==> src/rtl/xmpl_dsp_pkg.sv <==
// xmpl_dsp_pkg: shared state encoding, width constants and width helper for the xmpl_dsp chain
package xmpl_dsp_pkg;
    typedef enum logic [1:0] {
        CIC_IDLE  = 2'd0,
        CIC_FLUSH = 2'd1,
        CIC_RUN   = 2'd2,
        CIC_DONE  = 2'd3
    } cic_state_e;

    localparam int CIC_DATA_W    = 16;
    localparam int CIC_STAGES    = 3;
    localparam int CIC_DEC_R     = 8;
    localparam int CIC_FRAME_LEN = 64;

    function automatic int cic_out_w(input int data_w, input int stages, input int dec_r);
        return data_w + stages * $clog2(dec_r);
    endfunction
endpackage

==> src/rtl/xmpl_dsp_cic_comb_stage.sv <==
// xmpl_dsp_cic_comb_stage: one registered CIC comb y = x - x_d, advancing only on enable
module xmpl_dsp_cic_comb_stage #(
    parameter int W = 25
) (
    input  logic                clk,
    input  logic                rst_n,
    input  logic                en,
    input  logic                clr,
    input  logic signed [W-1:0] x,
    output logic signed [W-1:0] y
);
    logic signed [W-1:0] x_d;

    always_ff @(posedge clk or negedge rst_n)
        if (!rst_n) begin
            y   <= '0;
            x_d <= '0;
        end else if (clr) begin
            y   <= '0;
            x_d <= '0;
        end else if (en) begin
            y   <= x - x_d;
            x_d <= x;
        end
endmodule

==> src/rtl/xmpl_dsp_cic.sv <==
// xmpl_dsp_cic: N-stage CIC decimator producing FRAME_LEN-sample frames, gated by the chain FSM
module xmpl_dsp_cic
    import xmpl_dsp_pkg::*;
#(
    parameter  int DATA_W    = CIC_DATA_W,
    parameter  int STAGES    = CIC_STAGES,
    parameter  int DEC_R     = CIC_DEC_R,
    parameter  int FRAME_LEN = CIC_FRAME_LEN,
    localparam int OUT_W     = cic_out_w(DATA_W, STAGES, DEC_R)
) (
    input  logic                     clk_i,
    input  logic                     reset_n_i,
    input  logic                     en_xmpl_dsp_cic_i,
    input  logic                     din_valid_i,
    input  logic signed [DATA_W-1:0] din_i,
    output logic                     dout_valid_o,
    output logic signed [OUT_W-1:0]  dout_o,
    output logic                     xmpl_dsp_cic_status_o,
    output logic [1:0]               cic_state_o
);
    localparam int CNT_W = $clog2(DEC_R);
    localparam int FRM_W = $clog2(FRAME_LEN + 1);

    cic_state_e state, state_nxt;
    logic run, flush, acc, mark;
    logic [CNT_W-1:0] dec_cnt;
    logic [FRM_W-1:0] frm_cnt;
    logic [STAGES-1:0] vp;
    logic [2*STAGES-1:0] sp;
    logic dout_v_q;
    logic signed [OUT_W-1:0] dout_q;
    logic signed [OUT_W-1:0] integ [STAGES];
    logic signed [OUT_W-1:0] cin [STAGES];
    logic signed [OUT_W-1:0] comb [STAGES];

    assign run   = state == CIC_RUN;
    assign flush = state == CIC_FLUSH;
    assign acc   = run && din_valid_i;
    assign mark  = acc && dec_cnt == CNT_W'(DEC_R - 1);

    // Dropping enable must silence the outputs in the same cycle, not one later.
    assign dout_valid_o          = dout_v_q && run && en_xmpl_dsp_cic_i;
    assign xmpl_dsp_cic_status_o = state == CIC_DONE && en_xmpl_dsp_cic_i;
    assign dout_o                = dout_q;
    assign cic_state_o           = state;

    always_comb begin
        state_nxt = !en_xmpl_dsp_cic_i ? CIC_IDLE :
                    state == CIC_IDLE  ? CIC_FLUSH :
                    state == CIC_FLUSH ? CIC_RUN :
                    (dout_valid_o && frm_cnt == FRM_W'(FRAME_LEN - 1)) ? CIC_DONE : state;
    end

    // vp tracks each sample through the integrator pipe; sp carries the decimation mark through integrators and combs.
    always_ff @(posedge clk_i or negedge reset_n_i)
        if (!reset_n_i) begin
            state    <= CIC_IDLE;
            dec_cnt  <= '0;
            frm_cnt  <= '0;
            vp       <= '0;
            sp       <= '0;
            dout_v_q <= 1'b0;
            dout_q   <= '0;
        end else begin
            state <= state_nxt;
            if (flush) begin
                dec_cnt  <= '0;
                frm_cnt  <= '0;
                vp       <= '0;
                sp       <= '0;
                dout_v_q <= 1'b0;
            end else begin
                dec_cnt  <= acc ? dec_cnt + CNT_W'(1) : dec_cnt;
                frm_cnt  <= dout_valid_o ? frm_cnt + FRM_W'(1) : frm_cnt;
                vp       <= run ? STAGES'({vp, acc}) : '0;
                sp       <= run ? (2*STAGES)'({sp, mark}) : '0;
                dout_v_q <= run && sp[2*STAGES-1];
                if (run && sp[2*STAGES-1])
                    dout_q <= comb[STAGES-1];
            end
        end

    always_ff @(posedge clk_i or negedge reset_n_i)
        if (!reset_n_i) begin
            for (int k = 0; k < STAGES; k++) integ[k] <= '0;
        end else if (flush) begin
            for (int k = 0; k < STAGES; k++) integ[k] <= '0;
        end else begin
            if (acc)
                integ[0] <= integ[0] + OUT_W'(din_i);
            for (int k = 1; k < STAGES; k++)
                if (run && vp[k-1])
                    integ[k] <= integ[k] + integ[k-1];
        end

    assign cin[0] = integ[STAGES-1];
    for (genvar g = 1; g < STAGES; g++) begin : g_cin
        assign cin[g] = comb[g-1];
    end

    for (genvar g = 0; g < STAGES; g++) begin : g_comb
        xmpl_dsp_cic_comb_stage #(.W(OUT_W)) u_comb (
            .clk   (clk_i),
            .rst_n (reset_n_i),
            .en    (run && sp[STAGES-1+g]),
            .clr   (flush),
            .x     (cin[g]),
            .y     (comb[g])
        );
    end
endmodule

==> config.mk <==
export PLATFORM = sky130hd
export DESIGN_NAME = xmpl_dsp_cic
export DESIGN_NICKNAME = d
export VERILOG_FILES = /design/src/rtl/xmpl_dsp_pkg.sv /design/src/rtl/xmpl_dsp_cic_comb_stage.sv /design/src/rtl/xmpl_dsp_cic.sv
export SDC_FILE = /design/constraint.sdc
export NUM_CORES = 1
export LEC_CHECK = 0
export ABC_AREA = 1
export ABC_CLOCK_PERIOD_IN_PS = 4600
export CORE_ASPECT_RATIO = 1.25
export CORE_MARGIN = 2
export CORE_UTILIZATION = 39
export CTS_CLUSTER_DIAMETER = 50
export CTS_CLUSTER_SIZE = 10
export DETAILED_ROUTE_END_ITERATION = 16
export PLACE_DENSITY = 0.5
export SLEW_MARGIN = 20
export SYNTH_ARGS = -nofsm -noshare
export SYNTH_HDL_FRONTEND = slang
export SYNTH_HIERARCHICAL = 1
export SYNTH_SLANG_ARGS = --single-unit
==> constraint.sdc <==
create_clock -name clk_i -period 4.6 [get_ports clk_i]
set_input_delay 0.69 -clock clk_i [delete_from_list [all_inputs] [get_ports clk_i]]
set_output_delay 0.69 -clock clk_i [all_outputs]
set_load 0.02 [all_outputs]
After elaboration in Yosys (flattened, before gate mapping). Cells that the tools add are included.

Register bits after elaboration: 271.

Muxes and demuxes: 29. Reduce and logical (&&, ||, !) cells: 21. Bitwise logic cells: 1. Add/sub/neg operators: 8. Eq/ne operators: 6.

Operator list (count): 2-to-1 mux 25 bit (15); 2-to-1 mux 75 bit (1); subtractor 25 bit (3); adder 25 bit (2); adder 25 x 16 -> 25 bit (1); 2-to-1 mux 7 bit (2); nonzero test 2 bit (7); logical AND 1 bit (12); 2-to-1 mux 2 bit (6); 2-to-1 mux 6 bit (2); adder 7 x 1 -> 7 bit, second input constant (1); equality test 7 x 6 -> 1 bit, second input constant (1); 2-to-1 mux 3 bit (2); equality test 2 bit, second input constant (2); != test 4 x 1 -> 1 bit, second input constant (1); adder 3 x 1 -> 3 bit, second input constant (1); equality test 3 bit, second input constant (1); equality test 2 x 1 -> 1 bit, second input constant (1); zero test 2 bit (1); AND reduction 2 bit (1); 2-to-1 mux 1 bit (1); inverter 1 bit (1).

Logic depth before layout (Yosys ltp). Gate-level depths: netlist of run 1.

Word-level depth: 8. Gate-level depth with buffers: 13. Depth with buffers taken out: 13.

Hierarchy. Netlist of run 1, hierarchy kept.

Modules (own cells, without submodules): xmpl_dsp_cic_comb_stage (seq. area each 1251.2 sq um, cells an instance 571, area an instance 3652.3 sq um, times used 3); xmpl_dsp_cic (seq. area each 3027.9 sq um, cells an instance 1623, area an instance 9923.3 sq um, times used 1).

Worst setup path after synthesis of run 1. No wires, ideal clock.

Kind: input -> register. From: in din_i[0]. To: reg integ[74] (netlist bit). Required time: 4.483 ns. Setup slack: 2.541 ns. Cell stages on the path: 13. Arrival time: 1.942 ns. Path buffers: 0. Setup time: 0.117 ns. Cell sequence: ha_1 inv_1 fa_1 inv_1 nand2_1 nand2_1 nand3_1 nand2_1 nand2_1 nand3_1 nand2_1 nand3_1 nand2_1.

Cells in the longest elaborated chain, start to end: 3.

Ends and longest elaborated chain: start: declaration (RTL line xmpl_dsp_cic.sv:15) `input logic signed [DATA_W-1:0] din_i,`; adder 25 x 16 -> 25 bit (RTL line xmpl_dsp_cic.sv:90) `integ[0] <= integ[0] + OUT_W'(din_i);`; 2-to-1 mux 25 bit (RTL line xmpl_dsp_cic.sv:89) `if (acc)`; 2-to-1 mux 75 bit (RTL line xmpl_dsp_cic.sv:86) `end else if (flush) begin`; end signal: indexed assignment (RTL line xmpl_dsp_cic.sv:93) `integ[k] <= integ[k] + integ[k-1];`; end: declaration (RTL line xmpl_dsp_cic.sv:32) `logic signed [OUT_W-1:0] integ [STAGES];`.

Every way passes these cells. The select of a mux whose other input is x is not followed. A chain may end at the register's enable or synchronous reset.

Final worst setup path of run 1.
From: reg state[1], in the netlist cic_state_o[1]. To: out dout_valid_o.

Cells in the longest elaborated chain, start to end: 3.

Ends and longest elaborated chain: start: declaration (RTL line xmpl_dsp_cic.sv:24) `cic_state_e state, state_nxt;`; start signal: assignment (RTL line xmpl_dsp_cic.sv:65) `state <= state_nxt;`; equality test 2 bit (RTL line xmpl_dsp_cic.sv:36) `assign run = state == CIC_RUN;`; logical AND 1 bit (2 in a row) (RTL line xmpl_dsp_cic.sv:42) `assign dout_valid_o = dout_v_q && run && en_xmpl_dsp_cic_i;`; end: declaration (RTL line xmpl_dsp_cic.sv:16) `output logic dout_valid_o,`.

Every way passes these cells.

==> impl_metrics.json, run 1 <==
{
  "status": "completed",
  "crit_arrival_ns": 2.13,
  "synth-seq-area-share_pct": 32.48,
  "postCtsSetupBuffers": 0,
  "firstDrtPassIters": 5,
  "cp.depth": 5,
  "layout_common_cells": "nand2_1 (1417), inv_1 (616), dfrtp_1 (271), nor2_1 (217), nand3_1 (170)",
  "avgSynthCellArea_um2": 6.259,
  "cp_cell_sequence": "inv_2 > nor2_8 > inv_6 > nor2_8 > clkdlybuf4s50_1",
  "rsz0062_at_grt": "false",
  "crit_path_max_incr_delay_ns": 0.63,
  "synthTopCellsByArea": "dfrtp_1 (32%), nand2_1 (25%), inv_1 (11%)",
  "cts_hold_buf": 0,
  "min-delay-path-class": "primary input to asynchronous set/reset pin",
  "start_util_pct": 39.54,
  "leakagePower_nw": 13.62,
  "vias_per_cell": 4.787,
  "worstPathRequired_ns": 3.91,
  "cp.buffers_inverters": 3,
  "htreeDepth": 2,
  "synth_edf_count": 0,
  "nets": 3571,
  "cts_resized": 0,
  "setup_viol": 0,
  "clk_path_buf_depth": 3,
  "drv_cap": 0,
  "clkSinkCount": 271,
  "grt_pass1_vias": 19370,
  "fin_tns_setup_ns": 0,
  "fin_crit_sh_pct": 61.33,
  "synth.distinct_cells": 37,
  "numPortBuffers": 48,
  "syn_nets": 3509,
  "tritoncts": "yes",
  "drv_slew": 0,
  "multi_input_area_um2": 11560,
  "drc_errors": 0,
  "insertedDiodeCount": 0,
  "detail_route.wirelength_um": 60780,
  "max_clock_freq_ghz": 0.3545,
  "postLayoutCoreUtil_pct": 44.46,
  "synth_top_area_share_pct": 32.48,
  "ys_seq_elements": 271,
  "clk_latency_ns": 0.58,
  "drive_above_1_share_pct": 3.801,
  "crit_family": "buffers and inverters",
  "die_w_um": 211.0,
  "wl_per_cell_um": 14.85,
  "crit_path_frequent_cell": "nor2_8",
  "synthFlopType": "dfrtp_1",
  "whs_ns": 0.1468,
  "p_per_area_nw_per_um2": 285.6,
  "finalCriticalPeriod_ns": 2.821,
  "path_class": "register to output pin",
  "place_congestion": 0.8901,
  "die_h_um": 262.7,
  "worstSetupEndpointType": "output pin",
  "grt_max_degree": 100,
  "synth_top_area_cell": "dfrtp_1",
  "syn-instance-count": 3336,
  "irDropWorstVdd_mv": 0.3079,
  "clock_skew_ns": 0.03324,
  "worstRegToRegCells": 10,
  "final_common_cell": "nand2_1",
  "grt_pass1_wl_um": 100200,
  "dp_slack_ns": 1.777,
  "antenna_found_initial": 1,
  "fp-row-count": 94,
  "finalWorstSetupSlack_ns": 1.779,
  "vias": 19590,
  "cts_buffers": 42,
  "slew_headroom_pct": 37.32,
  "gr-total-overflow": 0,
  "fill_cells": 5699,
  "track_usage_pct": 22.48,
  "synth_area_um2": 20880,
  "ctsRootBufferMaster": "clkbuf_16",
  "seqCellArea_um2": 6782,
  "reg2reg_to": "g_comb[2].u_comb/y[10]",
  "dpl.hpwl_um": 48400,
  "reg2reg_slack_ns": 2.09,
  "detail-route-antenna-nets": 0,
  "regToRegStartpoint": "cic_state_o[1]",
  "critPathSlowestCell": "clkdlybuf4s50_1",
  "dieArea_um2": 55420,
  "io-pin-count": 49,
  "drt_iter0_drc": 1011,
  "syn_to_final_growth_pct": 12.43,
  "async_flop_share_pct": 100.0,
  "clk_pin_slew_ns": 0.05,
  "critPathMaxFanout": 9,
  "yosysWarningCount": 6,
  "tightest_slew_ns": 0.9392,
  "startpoint_type": "register",
  "core-area_um2": 52810,
  "hold_viol": 0
}
## worst max-delay path by stage
stage                    from      endpoint
6_report       cic_state_o[1]  dout_valid_o
5_1_grt        cic_state_o[1]  dout_valid_o
4_1_cts        cic_state_o[1]  dout_valid_o
3_5_place_dp         din_i[0]     integ[74]
3_3_place_gp         din_i[0]     integ[74]
2_1_floorplan        din_i[0]     integ[74]
## layout make-up
cell class	count	area share, %
Multi-Input combinational cell	2398	49.26
Inverter	628	10.06
Timing Repair Buffer	57	2.462
Clock inverter	19	1.018
Clock buffer	47	4.733
Tap cell	672	3.582
Sequential cell	271	28.89
## Yosys cell counts, types with 2 or more instances
master       n
nand2_1   1417
inv_1      616
dfrtp_1    271
nor2_1     220
nand3_1    170
ha_1       147
o21ai_0    124
a21oi_1    108
nand4_1     36
o21ai_1     36
clkbuf_1    20
xnor2_1     20
nand2_2     16
nor3_1      16
buf_2       15
nand3b_1    14
a22o_1      11
nor2_2       9
inv_2        8
nor2_4       7
or2_2        7
xor2_1       7
a32o_1       6
and2_1       6
fa_1         6
buf_4        4
o31ai_1      4
clkinv_1     3
o22ai_1      3
nor2_8       2
## sequential cells by signal (all words and copies together), names as in the netlist
register and flops:
g_comb.u_comb/x_d 75, g_comb.u_comb/y 75, integ 50, cin 25, dout_o 25, frm_cnt 7, sp 6, dec_cnt 3
cic_state_o 2, vp 2, dout_v_q 1
## metal layers
metal | global-route usage, % | wire length, um
met5 | 0 | 13
met2 | 41.37 | 30890
met3 | 2.629 | 1674
met1 | 26.48 | 25830
met4 | 8.527 | 2376
## stage by stage
step                cell area [um^2]  cells  power [mW]
floorplan                      20880   3336       3.263
global placement               22130   4026       3.632
detailed placement             22130   4026       3.638
CTS                            23480   4092       6.833
global route                   23480   4092       7.065
finish                         23480   4092       6.705
## power breakdown
group | internal (mW) | switching, mW
clock | 1.91 | 1.22
sequential | 2.45 | 0.111
combinational | 0.320 | 0.697
## worst register-to-register path, cell delays in order, from the launching register on
cell and delay, ns:
dfrtp_1 0.42, inv_2 0.10, nor2_8 0.19, inv_6 0.09, nor2_1 0.15, inv_1 0.07, nor2_2 0.71, inv_1 0.36
a21oi_1 0.20, o21ai_0 0.10, nand2_1 0.07
## kinds of logic (layout without fill, tap and decap cells)
family	after synthesis	count (layout)	share of synthesized area, %
DFF	271	271	32.48
AOI/OAI and AO/OA	295	295	7.532
buffers and inverters	667	751	12.18
adders and majority gates	153	153	9.384
xor gates and xnor gates	27	27	1.133
and+or+nand+nor	1923	1923	37.30
No activity file was read; power rests on OpenSTA's default activity.
==> run 2, diff against run 1 <==
--- a/config.mk
+++ b/config.mk
@@ -6,7 +6,7 @@
 export NUM_CORES = 1
 export LEC_CHECK = 0
 export ABC_AREA = 1
-export ABC_CLOCK_PERIOD_IN_PS = 4600
+export ABC_CLOCK_PERIOD_IN_PS = 2610
 export CORE_ASPECT_RATIO = 1.25
 export CORE_MARGIN = 2
 export CORE_UTILIZATION = 39
==> constraint.sdc (replaced) <==
create_clock -name clk_i -period 2.61 [get_ports clk_i]
set_input_delay 0.3915 -clock clk_i [delete_from_list [all_inputs] [get_ports clk_i]]
set_output_delay 0.3915 -clock clk_i [all_outputs]
set_load 0.02 [all_outputs]
==> run 2 against run 1 <==
Compared with the run above: design area rose by 0.88%; critical path depth rose by 7; sequential cell count did not move; count of clock-buffer cells in the layout did not move; clock skew fell by 0.0093 ns; worst setup slack got worse by 1.6 ns; sequential share of layout area fell by 0.25 points.
==> impl_metrics.json, run 2 (synthesized netlist as in run 1, its figures left out) <==
{
  "slew_headroom_pct": 50.60,
  "fin_tns_setup_ns": 0,
  "grt_pass1_wl_um": 99960,
  "htreeDepth": 2,
  "detail_route.wirelength_um": 61330,
  "crit_arrival_ns": 2.83,
  "comb_power_share_pct": 15.3,
  "clkSinkCount": 271,
  "gr-total-overflow": 0,
  "wl_per_cell_um": 14.92,
  "start_util_pct": 39.54,
  "vias_per_cell": 4.788,
  "setup_viol": 0,
  "io-pin-count": 49,
  "syn_to_final_growth_pct": 13.42,
  "layout_common_cells": "nand2_1 (1417), inv_1 (616), dfrtp_1 (271), nor2_1 (217), nand3_1 (170)",
  "place_congestion": 0.9053,
  "numPortBuffers": 48,
  "vias": 19690,
  "seqPwrFrac_pct": 37.4,
  "postCtsSetupBuffers": 0,
  "p_per_area_nw_per_um2": 509.9,
  "dieArea_um2": 55420,
  "drv_slew": 0,
  "min-delay-path-class": "primary input to asynchronous set/reset pin",
  "fill_cells": 5692,
  "switchingPower_mw": 3.635,
  "hold_viol": 0,
  "path_class": "register to register",
  "dpl.hpwl_um": 49190,
  "crit_path_frequent_cell": "nand2_1",
  "drt_iter0_drc": 916,
  "cts_buffers": 43,
  "grt_pass1_vias": 19250,
  "intPower_mw": 8.441,
  "ctsRootBufferMaster": "clkbuf_16",
  "cp_cell_sequence": "ha_1 > inv_1 > fa_1 > inv_1 > nand2_1 > nand2_1 > and2_1 > nand3b_1 > nand3_1 > nand2_1 > nand3_1 > nand2_1",
  "fin_crit_sh_pct": 91.28,
  "rsz0062_at_grt": "false",
  "core-area_um2": 52810,
  "irDropWorstVdd_mv": 0.4393,
  "worstPathRequired_ns": 3.06,
  "swShare_pct": 30.10,
  "detail-route-antenna-nets": 0,
  "critPathMaxFanout": 3,
  "leakagePower_nw": 13.75,
  "clk_path_buf_depth": 3,
  "postLayoutCellArea_um2": 23680,
  "nets": 3587,
  "die_w_um": 211.0,
  "pwr-share-clk_pct": 47.4,
  "track_usage_pct": 22.59,
  "multi_input_area_um2": 11560,
  "dpl-instance-area_um2": 22270,
  "top_regs": "g_comb.u_comb/x_d: 75 flops, g_comb.u_comb/y: 75 flops, integ: 50 flops",
  "critPathSlowestCell": "dfrtp_1",
  "seqCellArea_um2": 6782,
  "status": "completed",
  "worstSetupEndpointType": "register",
  "regToRegStartpoint": "integ[50]",
  "grt_max_degree": 62,
  "tritoncts": "yes",
  "clock_skew_ns": 0.02392,
  "die_h_um": 262.7,
  "insertedDiodeCount": 0,
  "crit_path_max_incr_delay_ns": 0.48,
  "drv_cap": 0,
  "power_mw": 12.08,
  "startpoint_type": "register",
  "fp-row-count": 94,
  "antenna_found_initial": 0,
  "final_common_cell": "nand2_1",
  "drive_above_1_share_pct": 4.360,
  "drc_errors": 0,
  "tightest_slew_ns": 0.7364,
  "finalCriticalPeriod_ns": 2.382,
  "clk_pin_slew_ns": 0.06,
  "firstDrtPassIters": 5,
  "reg2reg_to": "integ[45]",
  "max_clock_freq_ghz": 0.4197,
  "worstRegToRegCells": 12,
  "clk_latency_ns": 0.58,
  "reg2reg_slack_ns": 0.23
}
run 2: cell count changes in the layout (fill, tap and decap cells not counted), moves of 3 or more:
cell and change:
clkinv_2 +6, buf_12 +3, inv_6 +3, buf_4 +11
clkinv_4 -8, clkinvlp_4 +4
run 2: metrics by stage:
step                setup slack [ns]  hold WS [ns]  utilization, %  cells
floorplan                     0.8252       0.09591               -   3336
global placement              0.1087        0.3853           42.17   4040
detailed placement           0.09177        0.3847           42.17   4040
CTS                          0.01476        0.3516           44.84   4112
global route                 0.07080        0.3780           44.85   4112
finish                        0.2276        0.3615           44.85   4112
run 2: timing repair:
| item | 4_1_cts | 5_1_grt |
|---|---|---|
| hold endpoints to repair | 54 | 0 |
| resized for setup | 0 | 1 |
| endpoints found under the setup margin | 0 | 1 |
| hold buffers | 1 | 0 |
run 2: cell type report:
class                   count  area share (%)
inverters                 628           9.975
multi-input cells        2398           48.83
flip-flops and latches    271           28.63
repair buffers             72           3.096
clock buffers              47           4.781
clock inverters            24           1.136
well taps                 672           3.550
run 2: power groups by stage:
stage	combinational (mW)	sequential [mW]	clock, mW
finish	1.84	4.51	5.72
global route	2.12	4.52	6.08
CTS	1.87	4.53	5.90
detailed placement	1.86	4.60	0
global placement	1.86	4.60	0
floorplan	1.27	4.48	0
run 2: worst max-delay path: cells and delay by family, from the launching register on:
kind,cells,cell delay [ns]
flops,1,0.48
buf+inv,2,0.21
fa+ha+maj,2,0.66
simple gates,8,0.90
run 2: how the worst max path moves through the flow:
| stage | start | cells past startpoint | end |
|---|---|---|---|
| floorplan | integ[25] | 13 | cin[74] |
| global placement | din_i[15] | 11 | integ[73] |
| detailed placement | din_i[15] | 11 | integ[73] |
| CTS | cic_state_o[0] | 4 | dout_valid_o |
| global route | integ[50] | 12 | integ[45] |
| finish | integ[50] | 12 | integ[45] |
run 2: layer usage:
layer  wire length [um]  track usage, %  up-vias  share of wire (%)
met4               2410           8.565        0                3.9
met3               1637           2.713      116                2.7
met2              31470           41.91      249                 51
li1                   -               -    10380                  -
met1              25810           26.28     8944                 42
met5                  0               0        -                  0
==> run 3, diff against run 2 <==
--- a/config.mk
+++ b/config.mk
@@ -6,7 +6,6 @@
 export NUM_CORES = 1
 export LEC_CHECK = 0
 export ABC_AREA = 1
-export ABC_CLOCK_PERIOD_IN_PS = 2610
 export CORE_ASPECT_RATIO = 1.25
 export CORE_MARGIN = 2
 export CORE_UTILIZATION = 39
==> results of run 3 <==
No change in the layout: final DEF, timing and power equal those of run 2.
